===== src/rtl/fpga_bram_arbiter.sv =====
// Purpose : shares one BRAM port among NUM_REQ requesters (round-robin, bounded bursts)
//           and returns read data to the requester that issued the read.
// Latency : accept in cycle N -> bram_* driven in N+1 -> rsp_valid/rsp_rdata in N+1+READ_LATENCY.
// Backpressure: req_ready is one-hot or zero, combinational from req_valid and arbiter state;
//           read responses cannot be stalled.
// Ports   : clk/rst (async active-low); req_valid/req_ready/req_we/req_addr/req_wdata per
//           requester (packed); rsp_valid (one-hot) + shared rsp_rdata; bram_addra/dina/wea/ena
//           out, bram_douta/bram_error in; err_sticky latches bram_error until reset.
module fpga_bram_arbiter #(
    parameter int NUM_REQ       = 2,
    parameter int DATA_WIDTH    = 64,
    parameter int ADDRESS_WIDTH = 32,
    parameter int READ_LATENCY  = 2,
    parameter int MAX_BURST     = 4
) (
    input  logic                               clk,
    input  logic                               rst,
    input  logic [NUM_REQ-1:0]                 req_valid,
    output logic [NUM_REQ-1:0]                 req_ready,
    input  logic [NUM_REQ-1:0]                 req_we,
    input  logic [NUM_REQ*ADDRESS_WIDTH-1:0]   req_addr,
    input  logic [NUM_REQ*DATA_WIDTH-1:0]      req_wdata,
    output logic [NUM_REQ-1:0]                 rsp_valid,
    output logic [DATA_WIDTH-1:0]              rsp_rdata,
    output logic [ADDRESS_WIDTH-1:0]           bram_addra,
    output logic [DATA_WIDTH-1:0]              bram_dina,
    output logic                               bram_wea,
    output logic                               bram_ena,
    input  logic [DATA_WIDTH-1:0]              bram_douta,
    input  logic                               bram_error,
    output logic                               err_sticky
);

    localparam int IDW = (NUM_REQ > 1) ? $clog2(NUM_REQ) : 1;
    localparam int CW  = $clog2(MAX_BURST + 1);

    typedef enum logic {IDLE, BURST} state_t;

    state_t           state_q, state_d;
    logic [IDW-1:0]   owner_q, owner_d;
    logic [IDW-1:0]   rr_ptr_q, rr_ptr_d;
    logic [CW-1:0]    cnt_q, cnt_d;
    logic             gnt_any;
    logic [IDW-1:0]   gnt_id;
    logic [IDW-1:0]   ptr_base;
    logic [IDW-1:0]   owner_nxt;
    logic [IDW:0]     pk;
    logic             rearb;
    logic [NUM_REQ-1:0] others;
    logic [IDW-1:0]   issue_id;

    logic [READ_LATENCY-1:0] pipe_vld;
    logic [IDW-1:0]          pipe_id [READ_LATENCY];

    // First valid requester at or after ptr, wrapping; returns {found, id}.
    function automatic logic [IDW:0] pick(input logic [NUM_REQ-1:0] v, input logic [IDW-1:0] ptr);
        logic           found;
        logic [IDW-1:0] id;
        int             idx;
        found = 1'b0;
        id    = '0;
        for (int k = 0; k < NUM_REQ; k++) begin
            idx = int'(ptr) + k;
            if (idx >= NUM_REQ) idx = idx - NUM_REQ;
            if (!found && v[idx]) begin
                found = 1'b1;
                id    = IDW'(idx);
            end
        end
        return {found, id};
    endfunction

    assign owner_nxt = (owner_q == IDW'(NUM_REQ - 1)) ? '0 : owner_q + 1'b1;

    always_ff @(posedge clk or negedge rst) begin
        if (!rst) begin
            state_q  <= IDLE;
            owner_q  <= '0;
            rr_ptr_q <= '0;
            cnt_q    <= '0;
        end else begin
            state_q  <= state_d;
            owner_q  <= owner_d;
            rr_ptr_q <= rr_ptr_d;
            cnt_q    <= cnt_d;
        end
    end

    always_comb begin
        state_d  = state_q;
        owner_d  = owner_q;
        rr_ptr_d = rr_ptr_q;
        cnt_d    = cnt_q;
        gnt_any  = 1'b0;
        gnt_id   = owner_q;
        ptr_base = rr_ptr_q;
        rearb    = 1'b1;
        pk       = '0;
        others   = req_valid;
        others[owner_q] = 1'b0;

        if (state_q == BURST) begin
            if (req_valid[owner_q] && ((cnt_q < CW'(MAX_BURST)) || !(|others))) begin
                gnt_any = 1'b1;
                rearb   = 1'b0;
                if (cnt_q < CW'(MAX_BURST)) cnt_d = cnt_q + 1'b1;
            end else begin
                // Burst ends: advance the pointer and re-arbitrate in this same
                // cycle so the port sees no bubble between owners.
                ptr_base = owner_nxt;
                rr_ptr_d = owner_nxt;
            end
        end

        if (rearb) begin
            pk = pick(req_valid, ptr_base);
            if (pk[IDW]) begin
                gnt_any = 1'b1;
                gnt_id  = pk[IDW-1:0];
                state_d = BURST;
                owner_d = pk[IDW-1:0];
                cnt_d   = CW'(1);
            end else begin
                state_d = IDLE;
            end
        end
    end

    // Gated by rst so every output reads zero while reset is held.
    assign req_ready = (rst && gnt_any) ? (NUM_REQ'(1) << gnt_id) : '0;

    always_ff @(posedge clk or negedge rst) begin
        if (!rst) begin
            bram_ena   <= 1'b0;
            bram_wea   <= 1'b0;
            bram_addra <= '0;
            bram_dina  <= '0;
            issue_id   <= '0;
            err_sticky <= 1'b0;
        end else begin
            bram_ena <= gnt_any;
            bram_wea <= gnt_any & req_we[gnt_id];
            if (gnt_any) begin
                bram_addra <= req_addr[gnt_id*ADDRESS_WIDTH +: ADDRESS_WIDTH];
                bram_dina  <= req_wdata[gnt_id*DATA_WIDTH +: DATA_WIDTH];
                issue_id   <= gnt_id;
            end
            if (bram_error) err_sticky <= 1'b1;
        end
    end

    // Tracks reads from the cycle ena is on the port; the last stage lines up with douta.
    always_ff @(posedge clk or negedge rst) begin
        if (!rst) begin
            pipe_vld <= '0;
            for (int k = 0; k < READ_LATENCY; k++) pipe_id[k] <= '0;
        end else begin
            pipe_vld[0] <= bram_ena & ~bram_wea;
            pipe_id[0]  <= issue_id;
            for (int k = 1; k < READ_LATENCY; k++) begin
                pipe_vld[k] <= pipe_vld[k-1];
                pipe_id[k]  <= pipe_id[k-1];
            end
        end
    end

    assign rsp_valid = pipe_vld[READ_LATENCY-1] ? (NUM_REQ'(1) << pipe_id[READ_LATENCY-1]) : '0;
    assign rsp_rdata = pipe_vld[READ_LATENCY-1] ? bram_douta : '0;

endmodule


===== config.mk =====
export PLATFORM = sky130hd
export DESIGN_NAME = fpga_bram_arbiter
export DESIGN_NICKNAME = d
export VERILOG_FILES = /design/src/rtl/fpga_bram_arbiter.sv
export SDC_FILE = /design/constraint.sdc
export NUM_CORES = 1
export LEC_CHECK = 0
export ABC_CLOCK_PERIOD_IN_PS = 1900
export BUFFER_PORTS_ARGS = -buffer_cell sky130_fd_sc_hd__buf_2
export CAP_MARGIN = 20
export CELL_PAD_IN_SITES_DETAIL_PLACEMENT = 1
export CELL_PAD_IN_SITES_GLOBAL_PLACEMENT = 2
export CORE_MARGIN = 4
export CORE_UTILIZATION = 18
export CTS_CLUSTER_SIZE = 8
export DETAILED_ROUTE_END_ITERATION = 16
export HOLD_SLACK_MARGIN = 0.15
export PLACE_DENSITY = 0.84
export SLEW_MARGIN = 20
export SYNTH_ARGS = -nofsm -noshare
export SYNTH_HDL_FRONTEND = slang
export SYNTH_SLANG_ARGS = --single-unit

===== constraint.sdc =====
create_clock -name clk -period 1.9 [get_ports clk]
set_clock_uncertainty 0.15 [all_clocks]
set_input_delay 0.38 -clock clk [delete_from_list [all_inputs] [get_ports clk]]
set_output_delay 0.38 -clock clk [all_outputs]
set_load 0.01 [all_outputs]

==> flow_summary_export.csv, run 1 <==
group,metric,value,unit
setup_path,cp.required,1.37,ns
routing,wl,37500,µm
synth,ys_top_cells_by_count,"dfrtp_1, nor2_1, a31oi_1, nand3_1, o21ai_0",
floorplan,num_rows,64,
cts,cts.sinks,110,
synth,synth_area_leaders,"dfrtp_1, a31oi_1, nand3_1, o21ai_0, and2_1",
setup_path,critPathSlowestCell,"dfrtp_2",
synth,yosysSeqAreaShare,0.482,
timing,slew_violations,0,
setup_path,critPathTopFamily,"flip-flops",
global_route,grt_max_degree,111,
placed_design,hpwl,23900,µm
hold_path,holdPathStages,3,
setup_path,max_stage_delay,0.47,ns
floorplan,initial_utilization,0.184,
timing,fin_crit_sh,1.08,
final_layout,fill_cells,3684,
timing,tns,-2.67,ns
floorplan,chipWidth,186,µm
setup_path,r2r_slack,-0.12,ns
synth,synthCells,675,
global_route,grt.busiest_layer,"met2",
setup_path,crit_chain,"and3_4, o21ai_4, nand2_4, inv_2, nor2_2, buf_6",
setup_path,start_kind,"flop",
cts,cts_buffers,9,
synth,synth.net_count,939,
flow_run,maxCapViolCount,0,
routing,firstDrtPassIters,4,
timing,max_freq,0.487,GHz
floorplan,die_h,186,µm
outcome,violations,"setup timing",
placed_design,place_congestion,0.913,
timing,worstMarginPinSlew,0.708,ns
placed_design,dp_cells,1473,
synth,syn_area,5720,µm²
power_and_ir_drop,p_total,0.00912,W
final_layout,multiInputGateArea,2700,µm²
final_layout,register_area,2760,µm²
global_route,grt_pass1_wl,50900,µm
hold_path,min_path_type,"in -> reg",
global_route,grt.overflow.total,0,
final_layout,final_cells,1691,
global_route,use_met2,0.355,
timing,finalHoldViolations,0,
setup_path,arrival,1.52,ns
routing,drcViolationCount,0,
synth,yosysUniqueCellTypes,34,
floorplan,core_area,31000,µm²
synth,synth_async_sr_flop_share,1.00,
timing,final-setup-viol-count,54,
placed_design,io_buffers,429,
cts,clk_pin_slew_worst_paths,0.08,ns
global_route,use_met3,0.0572,
floorplan,dieArea,34700,µm²
setup_path,r2r-end,"bram_addra[7]",
hold_path,hold_end,"bram_dina[61]",
cts,h-tree-depth,3,
placed_design,post-place-ws,0.00443,ns
synth,synth_area_per_cell,8.47,µm²
setup_path,reg2reg_depth,8,
synth,synth_top_cell_by_area,"dfrtp_1",
setup_path,path_class,"reg -> out",
final_layout,drive_above_1_share,0.419,
final_layout,nets,1549,
setup_path,worstSetupEndpointType,"output pin",
setup_path,crit_buf_inv,2,
global_route,use_met1,0.199,
cts,cts_max_path_buffers,2,
timing,period_minus_slack,2.05,ns
global_route,track_usage,0.194,
power_and_ir_drop,irDropWorstVdd,533,µV
routing,drtIter0Drc,276,
synth,synth.most_common_cell,"dfrtp_1",
synth,ys.flop_type,"dfrtp_1",
routing,num_vias,8036,
routing,drtAntennaViolNets,0,
floorplan,boundaryPins,430,
hold_path,holdCritStartpoint,"req_wdata[61]",
global_route,first_global_vias,8430,
setup_path,path_max_fanout,5,
cts,cts_tree,"done",
synth,synth_top_area_share,0.482,
timing,max_slew_margin,0.528,
routing,via_per_inst,4.75,
power_and_ir_drop,power_density,812,nW/µm²
setup_path,r2r_start,"state_q",
setup_path,crit_path_start,"state_q",
synth,synth_edf_count,0,
final_layout,area_growth,96.5,%
global_route,grt_antenna_before_repair,11,
synth,synth_seq_cells,110,
timing,rsz0062_at_grt,"yes",
routing,routedWlPerCell,22.2,µm
timing,setup_ws,-0.153,ns
cts,cts-root-buf,"clkbuf_16",
synth,yosysWarnings,0,
cts,clk_latency,0.37,ns
outcome,status,"finished, violations left",
power_and_ir_drop,p_leak,5.36,nW
final cells by class:
| cell class | count | area share |
|---|---|---|
| timing repair buffer | 672 | 0.436 |
| sequential | 110 | 0.245 |
| multi-input combinational | 486 | 0.241 |
| tap | 396 | 0.0441 |
| clock buffer | 9 | 0.0201 |
| clock inverter | 7 | 0.0107 |
| inverter | 6 | 0.00245 |
| antenna | 5 | 0.00111 |
registers in the layout, summed over array words and instances, names as in the netlist:
register	count
bram_dina	64
bram_addra	32
cnt_q	3
pipe_id	2
pipe_vld	2
bram_ena	1
bram_wea	1
err_sticky	1
issue_id	1
owner_q	1
rr_ptr_q	1
state_q	1
power by group:
part | switching, W | internal (W)
registers | 0.000297 | 0.00279
clock network | 0.00103 | 0.00130
logic | 0.00198 | 0.00172
metrics by stage:
step / util / instance area, µm² / hold slack (ns)
after CTS: 0.348 / 10800 / 0.150
after detailed placement: 0.277 / 8580 / 0.186
after global routing: 0.362 / 11200 / 0.143
after floorplan: - / 5720 / -0.0656
after global placement: 0.277 / 8580 / 0.185
final: 0.362 / 11200 / 0.137
repair_timing:
action | CTS | global route
gates cloned | 1 | 10
endpoints found under the hold margin | 207 | 2
gates resized for setup | 20 | 60
pin swaps | 7 | 59
buffers inserted | 5 | 5
setup endpoints to repair | 3 | 110
hold buffers | 174 | 2
worst max path at each step:
stage / endpoint / slack, ns / depth (start not counted)
after global placement: req_ready[1] / 0.02 / 8
after CTS: req_ready[0] / -0.16 / 6
final: req_ready[0] / -0.15 / 6
after detailed placement: bram_addra[8] / 0.004 / 6
after global routing: bram_addra[0] / -0.22 / 9
after floorplan: req_ready[0] / -0.01 / 8
tightest hold or removal path: stages:
cell     delay [ns]
buf_2          0.11
o21ai_2        0.05
a31oi_1        0.08
cells in the final DEF, fill, tap and decap left out, types with 2 or more instances in the layout:
master / Yosys / routed
buf_2: 7 / 426
dlygate4sd3_1: 0 / 176
dfrtp_1: 110 / 108
nor2_1: 100 / 98
nand3_1: 98 / 97
a31oi_1: 98 / 96
and2_1: 65 / 65
o21ai_0: 92 / 54
o21ai_1: 11 / 39
buf_4: 7 / 33
buf_12: 0 / 20
clkbuf_16: 0 / 17
o21ai_2: 0 / 8
diode_2: 0 / 5
inv_1: 5 / 4
buf_6: 3 / 4
o21ai_4: 1 / 3
nand2_1: 4 / 3
inv_6: 0 / 3
bufinv_16: 0 / 3
buf_8: 0 / 3
nor2b_1: 2 / 2
a31oi_2: 0 / 2
dfrtp_2: 0 / 2
routing by layer:
metal	share of wire	vias up
li1	-	3625
met1	0.36	3883
met2	0.51	414
met3	0.076	108
met4	0.052	6
met5	0.0012	-
cell families after synthesis:
group | count (synthesis) | share of synthesized area
compound gates | 210 | 0.214
flops | 110 | 0.482
simple gates | 272 | 0.234
fa+ha+maj | 2 | 0.00394
buf+inv | 79 | 0.0630
mux | 2 | 0.00372
Note: power is estimated with default switching activity, not from simulation.
==> inputs of run 2 (changes only) <==
- REMOVE_ABC_BUFFERS: default -> 1
==> run 2 against run 1 <==
The flow still finishes with violations (setup timing). Clock power fell by 10%. Non-clock buffer count is 15 lower. Power is 4.7% lower. First-iteration DRC count increased by 11%. Sequential share of layout area is 0.59 points higher.
==> flow_summary_export.csv, run 2 (synthesis results as in run 1) <==
group,metric,value,unit
routing,drcViolationCount,0,
flow_run,maxCapViolCount,0,
global_route,grt_pass1_wl,48700,µm
timing,finalHoldViolations,0,
power_and_ir_drop,p_leak,5.21,nW
floorplan,dieArea,34700,µm²
power_and_ir_drop,power_density,793,nW/µm²
floorplan,boundaryPins,430,
cts,clk_latency,0.36,ns
cts,h-tree-depth,3,
timing,holdWs,0.161,ns
routing,num_vias,7902,
placed_design,dp_cells,1449,
timing,tns,-3.61,ns
timing,slew_violations,0,
setup_path,r2r_slack,-0.13,ns
routing,drtIter0Drc,306,
routing,drtAntennaViolNets,0,
global_route,grt.overflow.total,0,
floorplan,num_rows,64,
final_layout,final_common_cell,"buf_2",
cts,cts-root-buf,"clkbuf_16",
timing,max_freq,0.488,GHz
floorplan,chipWidth,186,µm
final_layout,top_regs,"bram_dina x64, bram_addra x32, cnt_q x3",
routing,routedWlPerCell,21.4,µm
final_layout,multiInputGateArea,2700,µm²
final_layout,fill_cells,3713,
power_and_ir_drop,seq_power_share,0.354,
placed_design,placed_area,8310,µm²
setup_path,cp.required,1.37,ns
cts,cts_buffers,9,
timing,setup_ws,-0.149,ns
cts,clk_pin_slew_worst_paths,0.08,ns
power_and_ir_drop,p_int,0.00546,W
global_route,track_usage,0.182,
floorplan,die_h,186,µm
floorplan,core_area,31000,µm²
timing,worstMarginPinSlew,0.754,ns
power_and_ir_drop,p_comb_frac,0.405,
hold_path,min_path_type,"in -> reg",
final_layout,final_area,11000,µm²
final_layout,drive_above_1_share,0.402,
routing,wl,36000,µm
final_layout,area_growth,91.7,%
final_layout,register_area,2750,µm²
timing,final-setup-viol-count,54,
final_layout,final_cells,1678,
setup_path,start_kind,"flop",
final_layout,nets,1534,
final_layout,regMostFlops,"bram_dina",
setup_path,worstSetupEndpointType,"output pin",
cts,cts.sinks,110,
timing,rsz0062_at_grt,"yes",
final_layout,largest_reg_flops,64,
timing,max_slew_margin,0.498,
setup_path,arrival,1.52,ns
routing,firstDrtPassIters,4,
cts,cts_tree,"done",
global_route,grt_antenna_before_repair,10,
cts,cts_max_path_buffers,2,
final_layout,layout_common_cells,"buf_2, dlygate4sd3_1, dfrtp_1",
power_and_ir_drop,irDropWorstVdd,408,µV
placed_design,place_congestion,0.834,
timing,period_minus_slack,2.05,ns
setup_path,path_class,"reg -> out",
outcome,status,"finished, violations left",
routing,via_per_inst,4.71,
timing,fin_crit_sh,1.08,
power_and_ir_drop,p_switching,0.00323,W
power_and_ir_drop,swShare,0.372,
power_and_ir_drop,pwr-share-clk,0.241,
setup_path,path_max_fanout,4,
floorplan,initial_utilization,0.184,
outcome,violations,"setup timing",
placed_design,io_buffers,429,
global_route,grt_max_degree,145,
placed_design,hpwl,22300,µm
global_route,first_global_vias,8372,
run 2: cell count changes in the layout (fill, tap and decap cells not counted), sizes merged:
cell,previous run,this run
buf,487,462
dlygate4sd3,176,188
bufinv,3,1
diode,5,7
bufbuf,1,0
clkinv,1,2
run 2: worst paths after layout:
check                                     end     startpoint  cells past startpoint
worst max-delay path             req_ready[0]        state_q                      6
worst min-delay path            bram_dina[27]  req_wdata[27]                      3
worst max register to register  bram_dina[48]        state_q                      8
worst min register to register     pipe_id[0]     pipe_id[1]                      0
max in group asynchronous       bram_dina[54]            rst                      4
min in group asynchronous       bram_dina[12]            rst                      3
run 2: power by group through the flow:
stage	combinational [W]	clock, W	sequential [W]
2_1_floorplan	0.00110	0	0.00330
3_3_place_gp	0.00281	0	0.00309
3_5_place_dp	0.00287	0	0.00310
4_1_cts	0.00322	0.00218	0.00306
5_1_grt	0.00380	0.00226	0.00314
6_report	0.00352	0.00209	0.00308
run 2: critical path, cell delays in order, from the launching register on:
cell and delay (ns):
dfrtp_2 0.46, and3_4 0.20, o21ai_4 0.18, nand2_4 0.08, inv_2 0.06, nor2_2 0.03
buf_2 0.14
run 2: repair_timing:
action	4_1_cts	5_1_grt
setup buffers	6	3
cloned	0	10
hold buffers	187	1
endpoints found under the hold margin	163	1
pin swaps	27	45
resized for setup	11	50
setup endpoints to repair	37	112
run 2: metal layers:
layer  wire length [µm]  global-route usage  share of wire  vias up
met5                  0                   0              0        -
met1              12700               0.187           0.35     3855
met3               2640              0.0492          0.073       80
met2              19300               0.347           0.54      391
li1                   -                   -              -     3576
met4               1330              0.0746          0.037        0
run 2: final cells by class:
type	count	share of cell area
multi-input combinational	486	0.246
inverter	6	0.00251
timing repair buffer	657	0.425
sequential	110	0.251
tap	396	0.0452
clock inverter	6	0.00628
clock buffer	10	0.0218
antenna	7	0.00160
run 2: through the flow:
stage | util | power, W | setup WS, ns
3_3_place_gp | 0.268 | 0.00589 | 0.0836
3_5_place_dp | 0.268 | 0.00597 | 0.0259
2_1_floorplan | - | 0.00440 | -1.23
6_report | 0.354 | 0.00869 | -0.149
4_1_cts | 0.341 | 0.00846 | -0.154
5_1_grt | 0.354 | 0.00920 | -0.222
==> inputs of run 3 (changes only) <==
- CELL_PAD_IN_SITES_GLOBAL_PLACEMENT: 2 -> 1
- CORE_AREA: default -> 4 4 166 168
- CORE_MARGIN: 4 -> default
- CORE_UTILIZATION: 18 -> default
- DIE_AREA: default -> 0 0 170 172
- PLACE_DENSITY: 0.84 -> 0.79
==> run 3 against run 2 <==
The flow still finishes with violations (setup timing). Routed wire length rose by 12%. Core utilization increased by 8.6 points. Sequential share of layout area decreased by 0.96 points. Critical path depth is the same. Sequential power is essentially flat. Die area is 16% lower. Sequential cell count unchanged. Via count is 6.2% higher. Fmax grew 0.11%. Power grew 5.5%. Global-route usage increased by 5.0 points. First-iteration DRC count is 57% higher. Largest cell class unchanged.
==> flow_summary_export.csv, run 3 (synthesis results as in run 1) <==
group,metric,value,unit
outcome,status,"finished, violations left",
outcome,violations,"setup timing",
placed_design,dp_cells,1390,
timing,max_freq,0.489,GHz
routing,drcViolationCount,0,
placed_design,place_congestion,0.861,
final_layout,drive_above_1_share,0.441,
cts,cts_buffers,9,
global_route,grt_antenna_before_repair,8,
cts,cts_tree,"done",
setup_path,max_stage_delay,0.47,ns
cts,clk_latency,0.36,ns
timing,max_slew_margin,0.550,
final_layout,final_common_cell,"buf_2",
setup_path,worstSetupEndpointType,"output pin",
routing,num_vias,8390,
setup_path,cp.required,1.37,ns
final_layout,nets,1541,
power_and_ir_drop,power_density,803,nW/µm²
placed_design,io_buffers,429,
final_layout,layout_common_cells,"buf_2, dlygate4sd3_1, dfrtp_1",
routing,via_per_inst,5.16,
timing,tns,-3.35,ns
hold_path,min_path_type,"in -> reg",
global_route,track_usage,0.232,
floorplan,die_h,172,µm
placed_design,hpwl,21800,µm
timing,holdWs,0.157,ns
routing,firstDrtPassIters,5,
setup_path,critPathSlowestCell,"dfrtp_2",
setup_path,path_max_fanout,4,
flow_run,maxCapViolCount,0,
final_layout,final_cells,1627,
floorplan,dieArea,29200,µm²
floorplan,boundaryPins,430,
floorplan,initial_utilization,0.221,
final_layout,regMostFlops,"bram_dina",
power_and_ir_drop,p_leak,5.44,nW
cts,clk_pin_slew_worst_paths,0.09,ns
setup_path,crit_chain,"and3_4, o21ai_4, nand2_2, inv_2, nor2_1, buf_2",
timing,finalHoldViolations,0,
power_and_ir_drop,irDropWorstVdd,411,µV
cts,h-tree-depth,3,
final_layout,top_regs,"bram_dina x64, bram_addra x32, cnt_q x3",
final_layout,post-route-util,0.440,
routing,wl,40400,µm
timing,slew_violations,0,
setup_path,start_kind,"flop",
timing,setup_ws,-0.147,ns
floorplan,num_rows,59,
floorplan,chipWidth,170,µm
final_layout,largest_reg_flops,64,
global_route,first_global_vias,8751,
timing,fin_crit_sh,1.08,
timing,period_minus_slack,2.05,ns
routing,drtAntennaViolNets,0,
setup_path,arrival,1.52,ns
routing,drtIter0Drc,479,
final_layout,register_area,2760,µm²
final_layout,area_growth,99.5,%
cts,cts.sinks,110,
placed_design,post-place-ws,0.0373,ns
final_layout,fill_cells,3055,
final_layout,multiInputGateArea,2780,µm²
cts,cts_max_path_buffers,2,
timing,final-setup-viol-count,88,
floorplan,core_area,25900,µm²
global_route,grt.overflow.total,0,
global_route,grt_pass1_wl,52500,µm
global_route,grt_max_degree,111,
cts,cts-root-buf,"clkbuf_16",
setup_path,path_class,"reg -> out",
timing,rsz0062_at_grt,"yes",
timing,worstMarginPinSlew,0.675,ns
routing,routedWlPerCell,24.8,µm
-- run 3: cell types whose count changed in the layout (fill, tap and decap cells not counted), moves of 3 or more --
| cell | change |
|---|---|
| diode_2 | +3 |
| buf_12 | +5 |
| and2_4 | +37 |
| buf_4 | +7 |
| buf_6 | +37 |
| o21ai_0 | +5 |
| and2_1 | -37 |
| o21ai_2 | -5 |
| buf_2 | -37 |
| a31oi_1 | -3 |
| dlygate4sd3_1 | -13 |
| clkbuf_16 | +6 |
-- run 3: what timing repair did --
item                                   in CTS  in global routing
pin swaps                                  25                 43
buffers inserted                            8                  9
gates cloned                                0                 19
setup endpoints to repair                   3                115
hold buffers                              175                  0
resized for setup                          10                134
endpoints found under the hold margin     205                  0
-- run 3: area by class of cell --
class                   count  share of cell area
diodes                     10             0.00219
clock buffers              12              0.0225
clock inverters             4             0.00340
inverters                   6             0.00241
multi-input cells         486               0.244
flip-flops and latches    110               0.242
well taps                 335              0.0367
repair buffers            664               0.447
-- run 3: where the power goes --
part | total [W] | internal (W) | switching, W
Clock | 0.00200 | 0.000990 | 0.00101
Combinational | 0.00405 | 0.00192 | 0.00213
Sequential | 0.00311 | 0.00279 | 0.000313
-- run 3: final timing paths --
path | startpoint | end | slack (ns) | depth (start not counted)
setup / recovery | state_q | req_ready[0] | -0.15 | 6
hold / removal | req_addr[52] | bram_addra[20] | 0.16 | 3
setup reg to reg | state_q | bram_dina[5] | -0.09 | 6
hold reg to reg | pipe_vld[0] | pipe_vld[1] | 0.21 | 0
max in group asynchronous | rst | bram_addra[11] | 0.50 | 3
min in group asynchronous | rst | bram_addra[21] | 0.58 | 3
-- run 3: critical path: cells and delay by family, from the launching register on --
kind	cells	cell delay [ns]
and+or+nand+nor	3	0.32
DFF	1	0.47
AOI/OAI and AO/OA	1	0.15
buffers and inverters	2	0.20
-- run 3: per-stage QoR --
step	power, W	cell area, µm²
CTS	0.00837	10400
floorplan	0.00440	5380
detailed placement	0.00599	8270
global placement	0.00589	8270
global route	0.00960	11400
finish	0.00916	11400
-- run 3: per-layer routing --
metal  GRT usage  vias up  share of wire
li1            -     3605              -
met5           0        -        0.00050
met2       0.427      504           0.52
met4       0.142        2          0.070
met1       0.242     4133           0.34
met3      0.0496      146          0.070
